File: src/rtl/bus_arbiter_8.sv
// ---------------------------------------------------------------------------
// bus_arbiter_8
//
// Round-robin arbiter for eight sources sharing one 16-bit common bus. The
// winner drives the select of the 8x1 bus mux. An owner may keep the bus
// while it keeps requesting, but once another source is waiting it is limited
// to MAX_HOLD consecutive grant cycles before the bus is handed on.
//
// Parameters
//   MAX_HOLD   maximum consecutive grant cycles while another source waits
//              (legal range 1..15)
//
// Ports
//   Clock      in   1  rising-edge clock for all state
//   Reset      in   1  synchronous, active-high reset
//   Request    in   8  Request[i] high: source i wants the bus
//   Grant      out  8  one-hot bus owner, all-zero when idle (registered)
//   Selection  out  3  binary index of the owner, 0 when idle (registered)
//   Bus_valid  out  1  high whenever Grant is non-zero (registered)
// ---------------------------------------------------------------------------
module bus_arbiter_8 #(
  parameter int unsigned MAX_HOLD = 4
) (
  input  logic       Clock,
  input  logic       Reset,
  input  logic [7:0] Request,
  output logic [7:0] Grant,
  output logic [2:0] Selection,
  output logic       Bus_valid
);

  typedef enum logic {
    IDLE  = 1'b0,
    OWNED = 1'b1
  } state_e;

  localparam logic [3:0] HOLD_MAX = 4'(MAX_HOLD);

  state_e     state_q, state_d;
  logic [2:0] last_q, last_d;
  logic [3:0] hold_q, hold_d;
  logic [7:0] grant_q, grant_d;
  logic [2:0] sel_q, sel_d;
  logic       valid_q, valid_d;

  logic [3:0] pick_s;
  logic       pick_found_s;
  logic [2:0] pick_idx_s;
  logic       owner_req_s;
  logic       others_req_s;

  // First requester in the order base+1, base+2, ..., base (mod 8).
  // Result is {found, index}. Scanning from the far end lets the nearest
  // requester overwrite later ones, so no early exit is needed.
  function automatic logic [3:0] rr_pick(input logic [2:0] base,
                                         input logic [7:0] req);
    logic [3:0] res;
    logic [2:0] idx;
    res = 4'd0;
    for (int k = 8; k >= 1; k--) begin
      idx = base + 3'(k);
      if (req[idx]) begin
        res = {1'b1, idx};
      end else begin
        res = res;
      end
    end
    return res;
  endfunction

  // Decode the round-robin candidate and the owner/other-request status.
  always_comb begin
    pick_s       = rr_pick(last_q, Request);
    pick_found_s = pick_s[3];
    pick_idx_s   = pick_s[2:0];
    owner_req_s  = |(Request & grant_q);
    others_req_s = |(Request & ~grant_q);
  end

  // Next-state and next-output computation for the two-state controller.
  always_comb begin
    state_d = state_q;
    last_d  = last_q;
    hold_d  = hold_q;
    grant_d = grant_q;
    sel_d   = sel_q;
    valid_d = valid_q;

    case (state_q)
      IDLE: begin
        if (pick_found_s) begin
          state_d = OWNED;
          last_d  = pick_idx_s;
          hold_d  = 4'd1;
          grant_d = 8'd1 << pick_idx_s;
          sel_d   = pick_idx_s;
          valid_d = 1'b1;
        end else begin
          state_d = IDLE;
          grant_d = 8'h00;
          sel_d   = 3'd0;
          valid_d = 1'b0;
        end
      end

      OWNED: begin
        if (Request == 8'h00) begin
          // Bus released; Last is kept so fairness carries across idle gaps.
          state_d = IDLE;
          hold_d  = 4'd0;
          grant_d = 8'h00;
          sel_d   = 3'd0;
          valid_d = 1'b0;
        end else if (owner_req_s && (!others_req_s || (hold_q < HOLD_MAX))) begin
          // Owner keeps the bus; counter saturates so a lone owner never
          // overflows it and is handed off immediately once someone arrives.
          state_d = OWNED;
          if (hold_q < HOLD_MAX) begin
            hold_d = hold_q + 4'd1;
          end else begin
            hold_d = hold_q;
          end
        end else begin
          // Owner dropped or used up its share: hand off with no idle cycle.
          // Since another source is requesting, the pick can never be the
          // owner itself (the owner is last in its own search order).
          state_d = OWNED;
          last_d  = pick_idx_s;
          hold_d  = 4'd1;
          grant_d = 8'd1 << pick_idx_s;
          sel_d   = pick_idx_s;
          valid_d = 1'b1;
        end
      end

      default: begin
        state_d = IDLE;
        hold_d  = 4'd0;
        grant_d = 8'h00;
        sel_d   = 3'd0;
        valid_d = 1'b0;
      end
    endcase
  end

  // State and registered outputs, with synchronous reset taking priority.
  always_ff @(posedge Clock) begin
    if (Reset) begin
      state_q <= IDLE;
      last_q  <= 3'd7;
      hold_q  <= 4'd0;
      grant_q <= 8'h00;
      sel_q   <= 3'd0;
      valid_q <= 1'b0;
    end else begin
      state_q <= state_d;
      last_q  <= last_d;
      hold_q  <= hold_d;
      grant_q <= grant_d;
      sel_q   <= sel_d;
      valid_q <= valid_d;
    end
  end

  assign Grant     = grant_q;
  assign Selection = sel_q;
  assign Bus_valid = valid_q;

endmodule

File: config.mk
export PLATFORM = sky130hd
export DESIGN_NAME = bus_arbiter_8
export DESIGN_NICKNAME = d
export VERILOG_FILES = /design/src/rtl/bus_arbiter_8.sv
export SDC_FILE = /design/constraint.sdc
export NUM_CORES = 1
export LEC_CHECK = 0
export ABC_AREA = 1
export ABC_CLOCK_PERIOD_IN_PS = 2800
export CAP_MARGIN = 20
export CORE_UTILIZATION = 45
export CTS_CLUSTER_SIZE = 30
export DETAILED_ROUTE_END_ITERATION = 12
export PLACE_DENSITY_LB_ADDON = 0.2
export SYNTH_ARGS = -nofsm -noshare
export SYNTH_HDL_FRONTEND = slang
export SYNTH_SLANG_ARGS = --single-unit
export TNS_END_PERCENT = 10
File: constraint.sdc
create_clock -name Clock -period 2.8 [get_ports Clock]
set_input_delay 0.56 -clock Clock [delete_from_list [all_inputs] [get_ports Clock]]
set_output_delay 0.56 -clock Clock [all_outputs]
set_load 0.02 [all_outputs]
* Word level (Yosys, flattened, before mapping)
Cells that the tools add are included. Widths: inputs -> output; s select.
Word-level totals: input bits 10, output and inout bits 12, memory bits (read-only) 0, flip-flop bits (word level) 20, RAM bits 0, memories 0, bits in latches 0, word-level logic and storage cells 87
Cells by class: divide/modulo/power cells 0, magnitude comparators 9, $mul 0, muxes and demuxes 46, shift operators 1, bitwise operators 4, $add $sub $neg 8, eq/ne operators 5, reduce and logical (&&, ||, !) cells 8
Operators by type and width (count):
- $mux 4 | 12
- $lt 3x4->1 const B | 8
- $bmux 1 s3 | 8
- $mux 8 | 3
- $and 8x8->8 | 2
- $pmux 8 s2 | 1
- $reduce_or 8->1 | 2
- $mux 3 | 5
- $add 3x3->3 const B | 4
- $mux 1 | 12
- $pmux 3 s2 | 2
- $logic_not 8->1 | 1
- $not 8->8 | 1
- $pmux 4 s2 | 1
- $shl 1x3->8 const A | 1
- $add 3x2->3 const B | 2
- $ne 2x2->1 const B | 3
- $add 4x1->4 const B | 1
- $lt 4x3->1 const B | 1
- $ne 4x4->1 const B | 1
- $pmux 1 s2 | 2
- $add 3x1->3 const B | 1
- $ne 3x3->1 const B | 1
- $reduce_and 3->1 | 1
- 5 further kinds | 5

* Depth between registers and ports, before layout
Gate-level depths: netlist of run 1.
depth in word-level cells 14, gate-level depth with buffers 21, mapped depth without buffers 19

* Worst setup path before layout of run 1
Ideal clock, no wire load.
kind reg2reg, start register last_q[0], end register grant_q[4], in the netlist Grant[4], data required time 2.668 ns, cell stages (with the launch flop) 20, clock period less this slack 2.200 ns, arrival 2.068 ns, slack 0.600 ns, path buffers 2, setup time 0.132 ns, cell sequence dfxtp_1 > buf_6 > inv_4 > buf_12 > ha_1 > inv_2 > nand3_1 > nand3_1 > nand2_2 > clkinv_1 > nand2_1 > nand2_1 > nand2_1 > nand2_1 > nand2_1 > nand2_1 > nand2_2 > inv_2 > nand3_1 > a21oi_1
Between the ends: word-level cells in the longest chain between the ends 14, elaborated cells between the ends (all ways) 36, classes of those cells 7 x add/sub; 1 x shift; 28 x mux
Ends and longest elaborated chain:
- start: declaration | RTL line 40 | logic [2:0] last_q, last_d;
- start signal: assignment | RTL line 157 | last_q <= last_d;
- $add 3x3->3 / $bmux 1 s3 (equally long branches) | RTL line 61, 62
- $bmux 1 s3 / $mux 1 (equally long branches) | RTL line 62 | if (req[idx]) begin
- $mux 1 (not written as such) / $mux 4 (equally long branches) | RTL line 62
- $mux 4 (6 in series) | RTL line 62
- $mux 4 (*) | RTL line 62
- $shl 1x3->8 | RTL line 95, 130
- $mux 8 | RTL line 114 | end else if (owner_req_s && (!others_req_s || (hold_q < HOLD_MAX))) begin
- $mux 8 | RTL line 107 | if (Request == 8'h00) begin
- $pmux 8 s2 (*) | RTL line 89 | case (state_q)
- end signal: assignment | RTL line 159 | grant_q <= grant_d;
- end: declaration | RTL line 42 | logic [7:0] grant_q, grant_d;
Mark *: on every way between the ends. The rest lies on a longest branch, timed or not. The select of a mux whose other input is x is not followed. A chain may end at the register's enable or synchronous reset.

* Worst setup path in the final report of run 1
start register last_q[0], end register grant_q[2], in the netlist Grant[2]
Same word-level chain as after synthesis.

==> results of run 1 <==
[sequential cells by signal, indices dropped and copies added (netlist names)]
name       flops
Grant          8
hold_q         4
Selection      3
last_q         3
Bus_valid      1
state_q        1
[routing by layer]
layer  share of wire [%]  wire (µm)  GRT usage [%]  vias to the layer above
met5                   0          0              0                        -
met4                 1.2         48          8.430                        0
met3                 6.7        266          1.825                        4
met2                  45       1801          36.95                       63
met1                  47       1873          31.01                      738
li1                    -          -              -                      868
[metrics by stage]
stage,cells,util [%],worst slack [ns],instance area (µm²),hold slack [ns]
2_1_floorplan,252,-,0.5996,1640,0.4300
3_5_place_dp,318,55.13,0.2629,1883,0.4486
5_1_grt,322,56.67,0.1080,1936,0.4913
3_3_place_gp,318,55.13,0.2582,1883,0.4421
4_1_cts,322,56.67,0.3361,1936,0.4691
6_report,322,56.67,0.3506,1936,0.4633
[critical path, cell delays in order, from the launching register on]
cell and delay, ns:
sky130_fd_sc_hd__dfxtp_1 0.40, sky130_fd_sc_hd__inv_4 0.12, sky130_fd_sc_hd__ha_1 0.50, sky130_fd_sc_hd__inv_2 0.16, sky130_fd_sc_hd__nand3_1 0.16, sky130_fd_sc_hd__nand3_1 0.16
sky130_fd_sc_hd__nand2_1 0.15, sky130_fd_sc_hd__inv_1 0.07, sky130_fd_sc_hd__nor2_1 0.21, sky130_fd_sc_hd__inv_1 0.11, sky130_fd_sc_hd__nand2_4 0.11, sky130_fd_sc_hd__nand3_1 0.09
sky130_fd_sc_hd__a21oi_1 0.13
[Yosys cell counts]
cell type / instances
sky130_fd_sc_hd__a21oi_1: 22
sky130_fd_sc_hd__a21oi_2: 2
sky130_fd_sc_hd__a21oi_4: 1
sky130_fd_sc_hd__a221oi_1: 1
sky130_fd_sc_hd__buf_12: 1
sky130_fd_sc_hd__buf_2: 1
sky130_fd_sc_hd__buf_6: 3
sky130_fd_sc_hd__clkbuf_1: 1
sky130_fd_sc_hd__clkinv_1: 1
sky130_fd_sc_hd__dfxtp_1: 20
sky130_fd_sc_hd__ha_1: 3
sky130_fd_sc_hd__inv_1: 34
sky130_fd_sc_hd__inv_2: 4
sky130_fd_sc_hd__inv_4: 1
sky130_fd_sc_hd__nand2_1: 72
sky130_fd_sc_hd__nand2_2: 7
sky130_fd_sc_hd__nand2_4: 6
sky130_fd_sc_hd__nand3_1: 34
sky130_fd_sc_hd__nand3_2: 9
sky130_fd_sc_hd__nand3_4: 2
sky130_fd_sc_hd__nand3b_1: 1
sky130_fd_sc_hd__nand4_1: 3
sky130_fd_sc_hd__nor2_1: 7
sky130_fd_sc_hd__nor3_1: 2
sky130_fd_sc_hd__nor3b_1: 1
sky130_fd_sc_hd__o211ai_1: 4
sky130_fd_sc_hd__o21ai_0: 2
sky130_fd_sc_hd__o21ai_1: 1
sky130_fd_sc_hd__o22ai_1: 3
sky130_fd_sc_hd__or2_0: 1
sky130_fd_sc_hd__xnor2_1: 1
sky130_fd_sc_hd__xor2_1: 1
[cell type report]
cell class	instances	area, µm²
clock inverters	1	30.03
repair buffers	26	247.7
multi-input cells	186	1025
fillers	338	1480
inverters	40	152.6
flip-flops and latches	20	400.4
well taps	46	57.56
clock buffers	3	22.52
[placed cells by master, fill, tap and decap left out, drive strengths merged]
cell type	count
xnor2	1
o22ai	3
nor2	7
inv	39
nor3	2
nor3b	1
ha	3
buf	5
nand2	85
a221oi	1
xor2	1
clkinv	1
dfxtp	20
clkbuf	3
nand3b	1
bufinv	1
a21oi	25
o21ai	3
nand3	45
nand4	3
o211ai	4
or2	1
clkdlybuf4s50	21
[path summary, 6_finish.rpt]
| check | startpoint | to | slack [ns] | depth (start not counted) |
|---|---|---|---|---|
| hold / removal | hold_q[2]$_SDFFE_PP0P_ | hold_q[2]$_SDFFE_PP0P_ | 0.46 | 2 |
| setup / recovery | last_q[0]$_SDFFE_PP1P_ | Grant[2]$_SDFFE_PP0P_ | 0.35 | 12 |
| hold reg to reg | hold_q[2]$_SDFFE_PP0P_ | hold_q[2]$_SDFFE_PP0P_ | 0.46 | 2 |
| setup reg to reg | last_q[0]$_SDFFE_PP1P_ | Grant[2]$_SDFFE_PP0P_ | 0.35 | 12 |
[logic make-up (layout without fill, tap and decap cells)]
family,after synthesis,count (layout),synth area share (%)
buf+inv,46,70,13.12
fa+ha+maj,3,3,2.289
compound gates,36,36,13.20
xor+xnor,2,2,1.068
flops,20,20,24.41
simple gates,145,145,45.92
==> impl_metrics.toml, run 1 <==
[die]
die_w_um = 62.38
placement_rows = 21
core_region_area_um2 = 3416
area_enclosed_by_the_die_boundary_um2 = 3891
floorplan.initialDensity_pct = 48.02
die_extent_in_y_um = 62.38
num_io_pins = 22

[clock_tree]
clock_path_buffers = 2
cts-root-buf = "sky130_fd_sc_hd__clkbuf_4"
tritoncts.num_buffers = 3
postCtsSetupRepairBufs = 0
tritoncts_num_sinks = 20
cts.hold.buffers_added = 0
htree_levels = 1
tritoncts = "yes"
cts.reportedPaths.clkPinSlew_ns = 0.13
clkLatencyLatePin_ns = 0.32
post_cts_resized = 0

[final_layout]
flow.area_growth_from_synthesis_pct = 18.00
ratio_of_cells_with_drive_above_1_in_the_final_layout_pct = 14.86
nets = 290
count_of_antenna_diodes_in_the_layout = 0

[logic_synthesis]
netlist_area_um2 = 1640
postSynthAreaPerCell_um2 = 6.509
yosysTopAreaCell = "sky130_fd_sc_hd__dfxtp_1"
synth_seq_cells = 20
post_synth_main_area_contributors = "sky130_fd_sc_hd__dfxtp_1 24%, sky130_fd_sc_hd__nand2_1 16%, sky130_fd_sc_hd__nand3_1 10%"
synthCells = 252
yosysSeqAreaShare_pct = 24.41
synth_top_cell_area_share_pct = 24.41
yosysUniqueCellTypes = 32
syn-num-nets = 265
synth-warning-count = 0

[drt]
detailroute.via_count = 1673
initialDrtViolationCount = 93
postRouteWirelength_um = 3990
drt-pass1-iter-count = 4
drcViolationCount = 0
postRouteAntennaNets = 0
avgRoutedWirePerCell_um = 12.39
routed_via_density = 5.196

[worst_hold_path]
worstHoldPathType = "flip-flop to flip-flop"

[place]
port_buffers = 21
hpwl_um = 3157
gp_routability_congestion = 0.9617

[sta]
fin_setup_tns_ns = 0
worst_pin_slew_ns = 0.3477
final_max_slew_viol_count = 0
timing_hold_violations_final = 0
maxClockFrequency_mhz = 408.3
timing.final.setup_violations = 0
slew_headroom_pct = 76.82
final_min_period_over_clock_period_pct = 87.48
setup_repair_after_global_routing_missed_its_margin = "false"
clock-skew-final_ns = 0.01543
min_tclk_post_route_ns = 2.449

[critical_path]
critPathLaunchType = "flip-flop"
cp.required_ns = 3.04
timing.setup.critical_path_class = "flip-flop to flip-flop"
endpoint_arrival_time_on_the_critical_path_ns = 2.69
critical_path_peak_fanout = 12
worst_setup_path_end_kind = "flip-flop"

[grt]
grt_pass1_wl_um = 7044
leftover_overflow_at_the_end_of_global_routing = 0
grt_start_max_net_pins = 16
first_global_vias = 1524
antenna_violations_before_repair = 0
grt_util_all_layers_pct = 22.62

[outcome]
outcome = "finished, final reports clean"

[run]
cap_violations = 0
Power of run 1 is not shown: default switching activity piles up to over one toggle a cycle in this logic, so the estimate is an artifact.
==> inputs of run 2 (changes only) <==
Settings changed: CAP_MARGIN 20 to default.
==> results of run 2 <==
Final layout, timing and power as in run 1 (identical DEF).
Power of run 2 is left out for the same reason.
